$ cat config.mk
export PLATFORM = sky130hd
export DESIGN_NAME = scalar_operand_resolver_flat
export DESIGN_NICKNAME = d
export VERILOG_FILES = /design/src/rtl/scalar_operand_resolver_if.sv /design/src/rtl/scalar_operand_resolver.sv /design/src/flat_wrapper.sv
export SDC_FILE = /design/constraint.sdc
export NUM_CORES = 1
export LEC_CHECK = 0
export BUFFER_PORTS_ARGS = -buffer_cell sky130_fd_sc_hd__buf_2
export CAP_MARGIN = 5
export CORE_AREA = 2 2 124 126
export DETAILED_ROUTE_END_ITERATION = 16
export DIE_AREA = 0 0 126 128
export HOLD_SLACK_MARGIN = 0.08
export PLACE_DENSITY = 0.62
export SLEW_MARGIN = 20
export SYNTH_ARGS = -nofsm -noshare
export SYNTH_HDL_FRONTEND = slang
export SYNTH_SLANG_ARGS = --single-unit
$ cat constraint.sdc
create_clock -name clk -period 5 [get_ports clk]
set_input_delay 0.5 -clock clk [delete_from_list [all_inputs] [get_ports clk]]
set_output_delay 0.5 -clock clk [all_outputs]
set_load 0.1 [all_outputs]
$ cat src/rtl/scalar_operand_resolver_if.sv
// Request and result channels between decode, the operand resolver and the scalar ALU operand path.
interface scalar_operand_resolver_if;
    logic        in_valid;
    logic        in_ready;
    logic [11:0] in_op_code;
    logic        in_literal_required;
    logic [31:0] in_literal_value;
    logic [32:0] in_fp_constant;
    logic        result_valid;
    logic        result_ready;
    logic [31:0] result_value;
    logic        result_error;

    modport master (
        output in_valid, in_op_code, in_literal_required, in_literal_value, in_fp_constant,
        output result_ready,
        input  in_ready, result_valid, result_value, result_error
    );

    modport slave (
        input  in_valid, in_op_code, in_literal_required, in_literal_value, in_fp_constant,
        input  result_ready,
        output in_ready, result_valid, result_value, result_error
    );
endinterface

$ cat src/rtl/scalar_operand_resolver.sv
// Resolves a 12-bit scalar operand code into a 32-bit value from SGPRs, live specials,
// inline constants or the literal, one request at a time.
module scalar_operand_resolver #(
    parameter int TIMEOUT_CYCLES = 255
) (
    input  logic                             clk,
    input  logic                             rst,
    scalar_operand_resolver_if.slave         bus,
    input  logic [63:0]                      vcc,
    input  logic [63:0]                      exec,
    input  logic [31:0]                      m0,
    input  logic                             scc,
    output logic                             sgpr_rd_en,
    output logic [8:0]                       sgpr_rd_addr,
    input  logic                             sgpr_rd_valid,
    input  logic [31:0]                      sgpr_rd_data
);

    typedef enum logic [1:0] {IDLE, SGPR_REQ, SGPR_WAIT, RESULT} state_t;

    typedef struct packed {
        logic        sgpr;
        logic        err;
        logic [31:0] value;
    } dec_t;

    localparam bit         TO_EN   = (TIMEOUT_CYCLES != 0);
    localparam logic [7:0] TO_LAST = 8'(TIMEOUT_CYCLES - 1);

    state_t     state;
    state_t     state_next;
    dec_t       dec;
    logic [7:0] to_cnt;
    logic       accept;
    logic       timed_out;

    function automatic dec_t resolve(
        input logic [11:0] op,
        input logic        lit_req,
        input logic [31:0] lit,
        input logic [32:0] fp,
        input logic [63:0] vcc_s,
        input logic [63:0] exec_s,
        input logic [31:0] m0_s,
        input logic        scc_s
    );
        dec_t              d;
        logic signed [9:0] imm;
        d   = '0;
        imm = op[9:0];
        if (op[11:10] == 2'b10) begin
            d.err = 1'b1;
        end else if (op[11:9] == 3'b110) begin
            d.sgpr = 1'b1;
        end else if (op[11:9] == 3'b111) begin
            case (op[8:0])
                9'd1:    d.value = vcc_s[31:0];
                9'd2:    d.value = vcc_s[63:32];
                9'd4:    d.value = m0_s;
                9'd8:    d.value = exec_s[31:0];
                9'd16:   d.value = exec_s[63:32];
                9'd32:   d.value = {31'b0, vcc_s == 64'd0};
                9'd64:   d.value = {31'b0, exec_s == 64'd0};
                9'd128:  d.value = {31'b0, scc_s};
                default: d.err   = 1'b1;
            endcase
        end else if (op[10:0] == 11'h7FF) begin
            // Remaining codes all have op[11]==0, so only the low bits need matching here.
            if (lit_req)     d.value = lit;
            else if (fp[32]) d.value = fp[31:0];
            else             d.err   = 1'b1;
        end else if (op[11:10] == 2'b00) begin
            d.value = 32'(imm);
        end else begin
            d.err = 1'b1;
        end
        return d;
    endfunction

    always_comb begin
        dec = resolve(bus.in_op_code, bus.in_literal_required, bus.in_literal_value,
                      bus.in_fp_constant, vcc, exec, m0, scc);
    end

    assign accept    = bus.in_valid && bus.in_ready;
    assign timed_out = TO_EN && !sgpr_rd_valid && (to_cnt == TO_LAST);

    // State register
    always_ff @(posedge clk) begin
        if (rst) state <= IDLE;
        else     state <= state_next;
    end

    // Next-state logic
    always_comb begin
        state_next = state;
        case (state)
            IDLE:      if (bus.in_valid) state_next = dec.sgpr ? SGPR_REQ : RESULT;
            SGPR_REQ:  state_next = SGPR_WAIT;
            SGPR_WAIT: if (sgpr_rd_valid || timed_out) state_next = RESULT;
            RESULT:    if (bus.result_ready) state_next = IDLE;
            default:   state_next = IDLE;
        endcase
    end

    // Outputs decoded from state
    always_comb begin
        bus.in_ready     = (state == IDLE) && !rst;
        bus.result_valid = (state == RESULT);
        sgpr_rd_en       = (state == SGPR_REQ);
    end

    // Result, address and timeout registers; specials are captured at accept only
    always_ff @(posedge clk) begin
        if (rst) begin
            bus.result_value <= '0;
            bus.result_error <= 1'b0;
            sgpr_rd_addr     <= '0;
            to_cnt           <= '0;
        end else begin
            case (state)
                IDLE: begin
                    if (accept) begin
                        bus.result_value <= dec.value;
                        bus.result_error <= dec.err;
                        if (dec.sgpr) sgpr_rd_addr <= bus.in_op_code[8:0];
                    end
                end
                SGPR_REQ: to_cnt <= '0;
                SGPR_WAIT: begin
                    if (sgpr_rd_valid) begin
                        bus.result_value <= sgpr_rd_data;
                        bus.result_error <= 1'b0;
                    end else begin
                        to_cnt <= to_cnt + 8'd1;
                        if (timed_out) begin
                            bus.result_value <= '0;
                            bus.result_error <= 1'b1;
                        end
                    end
                end
                default: ;
            endcase
        end
    end

endmodule

$ cat src/flat_wrapper.sv
// flat-port wrapper written by rule: the top's interface ports become plain ports
module scalar_operand_resolver_flat 
#(
    parameter int TIMEOUT_CYCLES = 255
)
  (clk, rst, vcc, exec, m0, scc, sgpr_rd_en, sgpr_rd_addr, sgpr_rd_valid, sgpr_rd_data, bus_in_valid, bus_in_op_code, bus_in_literal_required, bus_in_literal_value, bus_in_fp_constant, bus_result_ready, bus_in_ready, bus_result_valid, bus_result_value, bus_result_error);
  scalar_operand_resolver_if bus_i ();
  input  logic clk;
  input  logic rst;
  input  logic [63:0] vcc;
  input  logic [63:0] exec;
  input  logic [31:0] m0;
  input  logic scc;
  output logic sgpr_rd_en;
  output logic [8:0] sgpr_rd_addr;
  input  logic sgpr_rd_valid;
  input  logic [31:0] sgpr_rd_data;
  input wire logic [$bits(bus_i.in_valid)-1:0] bus_in_valid;
  input wire logic [$bits(bus_i.in_op_code)-1:0] bus_in_op_code;
  input wire logic [$bits(bus_i.in_literal_required)-1:0] bus_in_literal_required;
  input wire logic [$bits(bus_i.in_literal_value)-1:0] bus_in_literal_value;
  input wire logic [$bits(bus_i.in_fp_constant)-1:0] bus_in_fp_constant;
  input wire logic [$bits(bus_i.result_ready)-1:0] bus_result_ready;
  output wire logic [$bits(bus_i.in_ready)-1:0] bus_in_ready;
  output wire logic [$bits(bus_i.result_valid)-1:0] bus_result_valid;
  output wire logic [$bits(bus_i.result_value)-1:0] bus_result_value;
  output wire logic [$bits(bus_i.result_error)-1:0] bus_result_error;
  assign bus_i.in_valid = bus_in_valid;
  assign bus_i.in_op_code = bus_in_op_code;
  assign bus_i.in_literal_required = bus_in_literal_required;
  assign bus_i.in_literal_value = bus_in_literal_value;
  assign bus_i.in_fp_constant = bus_in_fp_constant;
  assign bus_i.result_ready = bus_result_ready;
  assign bus_in_ready = bus_i.in_ready;
  assign bus_result_valid = bus_i.result_valid;
  assign bus_result_value = bus_i.result_value;
  assign bus_result_error = bus_i.result_error;
  scalar_operand_resolver #(.TIMEOUT_CYCLES(TIMEOUT_CYCLES)) u_core (.clk(clk), .rst(rst), .bus(bus_i), .vcc(vcc), .exec(exec), .m0(m0), .scc(scc), .sgpr_rd_en(sgpr_rd_en), .sgpr_rd_addr(sgpr_rd_addr), .sgpr_rd_valid(sgpr_rd_valid), .sgpr_rd_data(sgpr_rd_data));
endmodule
==> impl_metrics.ini, run 1 <==
[logic_synthesis]
yosysTopAreaCell = dfxtp_1
yosysSeqAreaShare_pct = 21.56
synth.net_count = 917
synth_fa_ha_area_share_pct = 1.814
avgSynthCellArea_sq_um = 7.616
syn_inst = 634
synthMuxAreaShare_pct = 2.099
synth_compound_area_share_pct = 39.75
yosysWarningCount = 0
yosys.area_share.xor_xnor_pct = 0.3628
synthSimpleGateAreaFrac_pct = 27.05
yosys.area.top_type_share_pct = 21.56
ys_types = 57
netlist_area_sq_um = 4828
synth_flop_cell = dfxtp_1
synthArstFlopShare_pct = 0
synth_edf_count = 0
synth_top_family_by_area = compound AO/OA/AOI/OAI gates
ys_ff_latch = 52
netlist_top_cells_area = dfxtp_1 22%, a22oi_1 13%, a21oi_1 4.9%

[place]
gp_congestion = 0.9084
io_buffers = 320
hpwl_microns = 19820
pre_cts_ws_ns = 2.043
place_area_sq_um = 6425

[sta]
grt_setup_unrepaired = no
final.setup_skew_ns = 0.006969
period_share_pct = 50.78
tightest_slew_ns = 0.7981
fmax_mhz = 393.9
finalSetupTns_ns = 0
fin_crit_ns = 2.539
finalWorstSetupSlack_ns = 2.461
slew_headroom_pct = 46.79
finalSetupViolations = 0
finalHoldViolations = 0
final_max_slew_viol_count = 0

[worst_setup_path]
crit_type = reg -> reg
crit_buf_inv = 2
slowest_delay_ns = 0.42
worstPathRequired_ns = 5.15
slowest_stage = nand2_1
start_kind = register
cp-end-kind = register
cp_top_family = simple AND/OR/NAND/NOR gates
crit_path_cell_trace = inv_1, ha_1, nor2b_1, o21ai_1, nand2_1, buf_4, a221o_1, a21oi_1, nor3_1
r2r_setup_slack_ns = 2.46
crit_arrival_ns = 2.69
crit_path_max_fanout = 16

[routing]
route.detailed.drc = 0
viasPerCell = 5.954
wire_per_inst_microns = 22.50
vias = 6532
dr.pass1.iters = 6
ant_nets = 0
wl_microns = 24680
drt-initial-drc-count = 724

[die]
num_rows = 45
dieHeight_microns = 128
fp.dieW_microns = 126
core_sq_um = 14860
start_util_pct = 32.48
ios = 321
dieArea_sq_um = 16130

[clocking]
cts_hold_buf = 0
clockRootBuffer = clkbuf_16
clockBufferDepth = 2
cts_tree = built
cts.sinks = 52
cts_setup_buffers = 0
cts-resized-gates = 0
clk_pin_slew_worst_paths_ns = 0.07
htreeDepth = 2
clk_latency_ns = 0.30
cts_inserted_buffers = 5

[final_layout]
areaGrowthSynthToFinish_pct = 36.46
fin_area_sq_um = 6589
fin_nets = 1188
drive_gt1_share_pct = 42.49
fill_cells = 1588

[grt]
antenna_found_initial = 4
grt-ovfl-total = 0
gr-usage-all-layers_pct = 28.34
grt_pass1_vias = 5951
grt_first_pass_wirelength_microns = 35200
grt_max_degree = 57

[worst_hold_path]
min_path_type = reg -> reg

[power]
p_leak_nw = 2.747
intPower_mw = 1.140
seqPwrFrac_pct = 21.9
swShare_pct = 57.76
ir_worst_vdd_mv = 0.3701
p_comb_share_pct = 64.5
power.share.clock_pct = 13.6
switchingPower_mw = 1.559
p_per_area_nw_per_um2 = 409.7

[outcome]
status = complete, no violations

[run]
max-cap-violations = 0
==> sequential cells by signal, summed over array words and instances (netlist names) <==
signal	count
u_core.bus.result_value	32
u_core.state	2
u_core.sgpr_rd_addr	9
u_core.to_cnt	8
u_core.bus.result_error	1
==> layer usage <==
metal	track usage (%)	vias up	share of wire [%]	wire, microns
met2	44.94	385	46	11350
met4	7.434	2	1.9	477
met1	38.70	3078	42	10360
met5	0	-	0.032	8
met3	6.761	34	10	2483
li1	-	3033	-	-
==> cell usage after synthesis, types with 9 or more instances <==
library cell and number:
nor4_1 32, nor2_1 59, a221oi_1 19, nor3_2 20, nand3_1 15, a22oi_1 86
buf_2 20, nand4_1 10, mux2i_1 9, a21oi_1 47, nand2_1 49, clkbuf_1 37
nor2b_1 15, a22o_1 10, o22ai_1 27, o21a_1 21, dfxtp_1 52
==> final timing paths <==
kind,from,to,cells after the start
min reg2reg,u_core.bus.result_value[21],u_core.bus.result_value[21],2
max reg2reg,u_core.state[0],u_core.bus.result_value[21],9
min,u_core.bus.result_value[21],u_core.bus.result_value[21],2
max,u_core.state[0],u_core.bus.result_value[21],9
==> cell type report <==
class	instances	area [sq um]	share of cell area (%)
flip-flops and latches	52	1041	15.80
repair buffers	329	1669	25.33
clock inverters	2	15.01	0.2279
diodes	3	7.507	0.1139
clock buffers	6	138.9	2.108
inverters	8	30.03	0.4558
well taps	188	235.2	3.570
multi-input cells	509	3452	52.39
==> tightest hold or removal path, cell delays in order (launching register included) <==
cell	delay [ns]
dfxtp_1	0.32
nor2_1	0.09
nor3_1	0.04
==> power by group through the flow <==
stage,combinational (mW),sequential [mW],clock [mW]
after global placement,1.72,0.594,0
final,1.74,0.591,0.368
after detailed placement,1.73,0.593,0
after CTS,1.74,0.588,0.378
after global routing,1.83,0.601,0.397
after floorplan,0.636,1.29,0
==> cells by family (layout without fill, tap and decap cells) <==
| family | count (synthesis) | after routing |
|---|---|---|
| adder cells (fa/ha/maj) | 7 | 7 |
| AND/OR/NAND/NOR | 232 | 232 |
| XOR/XNOR | 2 | 2 |
| multiplexers | 10 | 10 |
| flip-flops | 52 | 52 |
| other | 0 | 3 |
| buffers and inverters | 73 | 345 |
| AO/OA/AOI/OAI | 258 | 258 |
==> stage by stage <==
step / power [mW] / cells / hold WS [ns] / util (%)
finish: 2.700 / 1097 / 0.4913 / 44.33
CTS: 2.702 / 1094 / 0.4920 / 44.26
global route: 2.827 / 1095 / 0.5230 / 44.29
detailed placement: 2.326 / 1086 / 0.4759 / 43.22
global placement: 2.317 / 1086 / 0.4699 / 43.16
floorplan: 1.931 / 634 / 0.4647 / -
==> layout by cell type, fill, tap and decap left out, drive strengths merged, types with 7 or more instances in the layout <==
master  instances
a211oi          9
a21oi          47
a221oi         20
a22o           10
a22oi          86
buf           329
dfxtp          52
ha              7
inv             8
mux2i           9
nand2          49
nand3          15
nand4          11
nor2           59
nor2b          16
nor3           28
nor4           33
o21a           21
o21ai           9
o221a           8
o22ai          27
No activity file was read; power rests on OpenSTA's default activity.
==> run 2, diff against run 1 <==
--- a/config.mk
+++ b/config.mk
@@ -7,11 +7,11 @@
 export LEC_CHECK = 0
 export BUFFER_PORTS_ARGS = -buffer_cell sky130_fd_sc_hd__buf_2
 export CAP_MARGIN = 5
-export CORE_AREA = 2 2 124 126
+export CORE_AREA = 2 2 126 128
 export DETAILED_ROUTE_END_ITERATION = 16
-export DIE_AREA = 0 0 126 128
+export DIE_AREA = 0 0 128 130
 export HOLD_SLACK_MARGIN = 0.08
-export PLACE_DENSITY = 0.62
+export PLACE_DENSITY = 0.6
 export SLEW_MARGIN = 20
 export SYNTH_ARGS = -nofsm -noshare
 export SYNTH_HDL_FRONTEND = slang
==> constraint.sdc (replaced) <==
create_clock -name clk -period 2.5 [get_ports clk]
set_input_delay 0.25 -clock clk [delete_from_list [all_inputs] [get_ports clk]]
set_output_delay 0.25 -clock clk [all_outputs]
set_load 0.1 [all_outputs]
==> run 2 against run 1 <==
Against the previous run: die area rose by 3.2%; total power rose by 100%; register-to-register slack got worse by 2.2 ns; clock-buffer cell count fell by 1; largest power group unchanged; highest routed layer unchanged.
==> impl_metrics.ini, run 2 (synthesis results as in run 1) <==
[power]
power.share.clock_pct = 14.5
intPower_mw = 2.384
swShare_pct = 56.81
p_per_area_nw_per_um2 = 822.1
p_comb_share_pct = 64.2
seqPwrFrac_pct = 21.3
p_leak_nw = 2.822
switchingPower_mw = 3.136
ir_worst_vdd_mv = 0.5161

[routing]
vias = 6616
dr.pass1.iters = 5
route.detailed.drc = 0
wire_per_inst_microns = 22.63
wl_microns = 25090
drt-initial-drc-count = 728
viasPerCell = 5.966
ant_nets = 0

[clocking]
cts-resized-gates = 0
clockBufferDepth = 2
clk_pin_slew_worst_paths_ns = 0.07
cts.sinks = 52
clk_latency_ns = 0.30
cts_inserted_buffers = 5
clockRootBuffer = clkbuf_16
cts_tree = built
cts_setup_buffers = 0
cts_hold_buf = 0
htreeDepth = 2

[worst_setup_path]
r2r-end = u_core.bus.result_value[23]
crit_type = reg -> reg
crit_path_cell_trace = inv_1, ha_1, inv_1, nand2_1, o21ba_2, buf_4, a221oi_1, o21a_1, nor3_2
reg2regPathDepth = 9
crit_top_cell = inv_1
cp-end-kind = register
crit_arrival_ns = 2.41
start_kind = register
r2r_start = u_core.state[0]
crit_path_max_fanout = 23
r2r_setup_slack_ns = 0.25
worstPathRequired_ns = 2.66
slowest_delay_ns = 0.52
slowest_stage = a221oi_1

[final_layout]
postLayoutCoreUtil_pct = 43.54
reg_top3 = u_core.bus.result_value x32, u_core.sgpr_rd_addr x9, u_core.to_cnt x8
fin_nets = 1198
multi_input_area_sq_um = 3440
largest_reg_flops = 32
final_common_cell = buf_2
fill_cells = 1665
largest-register = u_core.bus.result_value
areaGrowthSynthToFinish_pct = 39.08
register_area_sq_um = 1041
layout_common_cells = 320 x buf_2, 86 x a22oi_1, 59 x nor2_1
drive_gt1_share_pct = 42.69

[die]
dieHeight_microns = 130
num_rows = 46
start_util_pct = 31.30
dieArea_sq_um = 16640
fp.dieW_microns = 128
ios = 321
core_sq_um = 15420

[sta]
period_share_pct = 89.92
finalHoldViolations = 0
final_max_slew_viol_count = 0
slew_headroom_pct = 47.09
finalSetupTns_ns = 0
tightest_slew_ns = 0.7937
fmax_mhz = 444.8
finalSetupViolations = 0
fin_crit_ns = 2.248
hold-worst-slack_ns = 0.3025
grt_setup_unrepaired = no
final.setup_skew_ns = 0.005316

[grt]
gr-usage-all-layers_pct = 28.31
grt-ovfl-total = 0
grt_pass1_vias = 6057
antenna_found_initial = 2
grt_max_degree = 55
grt_first_pass_wirelength_microns = 35710

[worst_hold_path]
holdCritStartpoint = bus_in_op_code[8]
holdPathEnd = u_core.sgpr_rd_addr[8]
min_path_type = in -> reg
hold_depth = 3

[outcome]
status = complete, no violations

[place]
io_buffers = 320
hpwl_microns = 20050
gp_congestion = 0.9654

[run]
max-cap-violations = 0
==> run 2: cell count changes in the layout (fill, tap and decap cells not counted) <==
cell        delta
nand3_2        -2
clkbuf_8       -1
and3_2         -1
clkinv_2       +1
bufinv_16      +1
and2b_1        +1
and3_1         +1
and2b_2        -1
diode_2        -2
nand3_1        +2
buf_12         +4
clkinvlp_4     -1
buf_4          +6
==> run 2: metal layers <==
| layer | vias to the layer above | GRT usage (%) | part of all wire [%] | routed length (microns) |
|---|---|---|---|---|
| met1 | 3104 | 39.56 | 43 | 10700 |
| met5 | - | 0 | 0.040 | 10 |
| met2 | 404 | 42.94 | 44 | 10920 |
| li1 | 3047 | - | - | - |
| met4 | 2 | 9.761 | 3.6 | 892 |
| met3 | 59 | 6.478 | 10 | 2573 |
==> run 2: final cells by class <==
type / instances / share of cell area, %
clock inverter: 3 / 0.6335
sequential: 52 / 15.50
multi-input combinational: 509 / 51.22
timing repair buffer: 339 / 26.72
inverter: 8 / 0.4472
tap: 192 / 3.577
clock buffer: 5 / 1.863
antenna: 1 / 0.03726
==> run 2: power groups by stage <==
stage | combinational (mW) | sequential, mW | clock, mW
final | 3.54 | 1.18 | 0.802
after global routing | 3.74 | 1.20 | 0.851
after CTS | 3.53 | 1.17 | 0.813
after detailed placement | 3.53 | 1.18 | 0
after global placement | 3.52 | 1.18 | 0
after floorplan | 1.27 | 2.59 | 0
==> run 2: through the flow <==
stage	std cells	total power, mW	area [sq um]	worst slack (ns)
2_1_floorplan	634	3.862	4828	0.2601
3_5_place_dp	1100	4.709	6545	0.2450
4_1_cts	1108	5.518	6713	0.2903
6_report	1109	5.520	6715	0.2519
5_1_grt	1109	5.789	6715	0.07003
3_3_place_gp	1100	4.699	6545	0.2884
==> run 2: worst max-delay path: cells and delay by family, from the launching register on <==
kind	cells	cell delay, ns
adders and majority gates	1	0.30
DFF	1	0.33
AOI/OAI and AO/OA	3	0.88
buffers and inverters	3	0.46
and+or+nand+nor	2	0.13
==> run 2: how the worst max path moves through the flow <==
| stage | to | cells past startpoint | slack (ns) | startpoint |
|---|---|---|---|---|
| after detailed placement | u_core.bus.result_value[0] | 7 | 0.24 | vcc[8] |
| after floorplan | bus_in_ready | 3 | 0.26 | u_core.state[0] |
| after global placement | u_core.bus.result_value[0] | 7 | 0.29 | vcc[8] |
| after global routing | u_core.bus.result_value[23] | 9 | 0.07 | u_core.state[0] |
| after CTS | u_core.bus.result_value[23] | 9 | 0.29 | u_core.state[0] |
| final | u_core.bus.result_value[23] | 9 | 0.25 | u_core.state[0] |
==> run 3, diff against run 2 <==
--- a/config.mk
+++ b/config.mk
@@ -5,6 +5,7 @@
 export SDC_FILE = /design/constraint.sdc
 export NUM_CORES = 1
 export LEC_CHECK = 0
+export ABC_AREA = 0
 export BUFFER_PORTS_ARGS = -buffer_cell sky130_fd_sc_hd__buf_2
 export CAP_MARGIN = 5
 export CORE_AREA = 2 2 126 128
==> constraint.sdc (replaced) <==
create_clock -name clk -period 2.4 [get_ports clk]
set_input_delay 0.24 -clock clk [delete_from_list [all_inputs] [get_ports clk]]
set_output_delay 0.24 -clock clk [all_outputs]
set_load 0.1 [all_outputs]
==> run 3 against run 2 <==
Against the previous run: utilization increased by 0.54 points; cell area grew 1.2%; routed wire length shrank 1.1%; sequential share of layout area down 0.19 points; via count shrank 0.83%; global-route usage is 0.44 points lower; first-iteration DRC count down 18%; largest cell class unchanged; largest power group unchanged; highest routed layer unchanged.
==> impl_metrics.ini, run 3 (synthesis results as in run 1) <==
[outcome]
status = complete, no violations

[clocking]
cts_tree = built
htreeDepth = 2
clk_latency_ns = 0.29
clk_pin_slew_worst_paths_ns = 0.07
clockBufferDepth = 2
cts-resized-gates = 0
cts.sinks = 52
cts_setup_buffers = 0
cts_inserted_buffers = 5
cts_hold_buf = 0
clockRootBuffer = clkbuf_16

[die]
dieArea_sq_um = 16640
start_util_pct = 31.30
ios = 321
dieHeight_microns = 130
num_rows = 46
fp.dieW_microns = 128
core_sq_um = 15420

[worst_setup_path]
cp_top_family = compound AO/OA/AOI/OAI gates
crit_buf_inv = 2
start_kind = register
crit_path_cell_trace = inv_1, ha_1, inv_1, nand2_1, o21ba_2, a221oi_1, o21a_1, nor3_2
crit_top_cell = inv_1
crit_type = reg -> reg
crit_arrival_ns = 2.37
crit_path_max_fanout = 23
slowest_delay_ns = 0.59
slowest_stage = o21ba_2
worstPathRequired_ns = 2.62
cp-end-kind = register

[final_layout]
drive_gt1_share_pct = 43.07
multi_input_area_sq_um = 3440
areaGrowthSynthToFinish_pct = 40.79
register_area_sq_um = 1041
fill_cells = 1639
final_common_cell = buf_2
postLayoutCoreUtil_pct = 44.07
largest-register = u_core.bus.result_value
fin_nets = 1206
layout_common_cells = 320 x buf_2, 86 x a22oi_1, 59 x nor2_1
largest_reg_flops = 32
reg_top3 = u_core.bus.result_value x32, u_core.sgpr_rd_addr x9, u_core.to_cnt x8

[sta]
finalSetupTns_ns = 0
slew_headroom_pct = 46.09
fin_crit_ns = 2.152
finalSetupViolations = 0
tightest_slew_ns = 0.8087
finalHoldViolations = 0
grt_setup_unrepaired = no
period_share_pct = 89.65
final.setup_skew_ns = 0.005973
fmax_mhz = 464.8
final_max_slew_viol_count = 0

[routing]
drt-initial-drc-count = 596
viasPerCell = 5.869
wire_per_inst_microns = 22.20
ant_nets = 0
dr.pass1.iters = 6
vias = 6561
route.detailed.drc = 0
wl_microns = 24830

[grt]
grt_pass1_vias = 6078
gr-usage-all-layers_pct = 27.87
grt-ovfl-total = 0
grt_first_pass_wirelength_microns = 35200
grt_max_degree = 57
antenna_found_initial = 2

[run]
max-cap-violations = 0

[place]
hpwl_microns = 20100
io_buffers = 320
gp_congestion = 1.001

[power]
p_per_area_nw_per_um2 = 843.2
p_leak_nw = 2.860
ir_worst_vdd_mv = 0.9370

[worst_hold_path]
min_path_type = in -> reg
run 3: cell types whose count changed in the layout (fill, tap and decap cells not counted), sizes merged:
cell / delta
bufinv: -1
clkinv: -1
clkbuf: +2
buf: +8
diode: +1
run 3: layout make-up:
cell class	count	share of cell area (%)
Multi-Input combinational cell	509	50.60
Clock buffer	7	2.098
Timing Repair Buffer	347	27.83
Inverter	8	0.4417
Sequential cell	52	15.31
Tap cell	192	3.534
Antenna cell	2	0.07362
Clock inverter	1	0.1104
run 3: worst reg2reg max path: stages (launching register included):
cell and delay, ns:
dfxtp_1 0.36, inv_1 0.10, ha_1 0.30, inv_1 0.16
nand2_1 0.08, o21ba_2 0.59, a221oi_1 0.20, o21a_1 0.15
nor3_2 0.14
run 3: metal layers:
| metal | global-route usage (%) | wire length (microns) | up-vias | part of all wire [%] |
|---|---|---|---|---|
| met5 | 0 | 8 | - | 0.032 |
| met4 | 7.757 | 587 | 2 | 2.4 |
| met3 | 4.920 | 1799 | 40 | 7.2 |
| met2 | 44.51 | 11300 | 368 | 46 |
| met1 | 38.76 | 11130 | 3083 | 45 |
| li1 | - | - | 3068 | - |
run 3: final timing paths:
kind	from	end	slack [ns]	cells past startpoint
max	u_core.state[0]	u_core.bus.result_value[31]	0.25	8
min	bus_in_op_code[8]	u_core.sgpr_rd_addr[8]	0.28	3
max reg2reg	u_core.state[0]	u_core.bus.result_value[31]	0.25	8
min reg2reg	u_core.sgpr_rd_addr[3]	u_core.sgpr_rd_addr[3]	0.49	2
run 3: where the power goes:
part | internal (mW) | switching, mW
clock network | 0.417 | 0.343
registers | 1.09 | 0.162
logic | 0.958 | 2.76
total | 2.47 | 3.27
run 3: metrics by stage:
stage	area, sq um	setup slack (ns)	total power, mW	instances	hold slack (ns)
after floorplan	4828	0.1701	4.023	634	0.3872
after global placement	6643	0.2709	4.963	1108	0.4729
after detailed placement	6643	0.2683	4.968	1108	0.4780
after CTS	6793	0.2332	5.744	1116	0.2696
after global routing	6795	0.07225	6.028	1117	0.2916
final	6798	0.2483	5.732	1118	0.2783
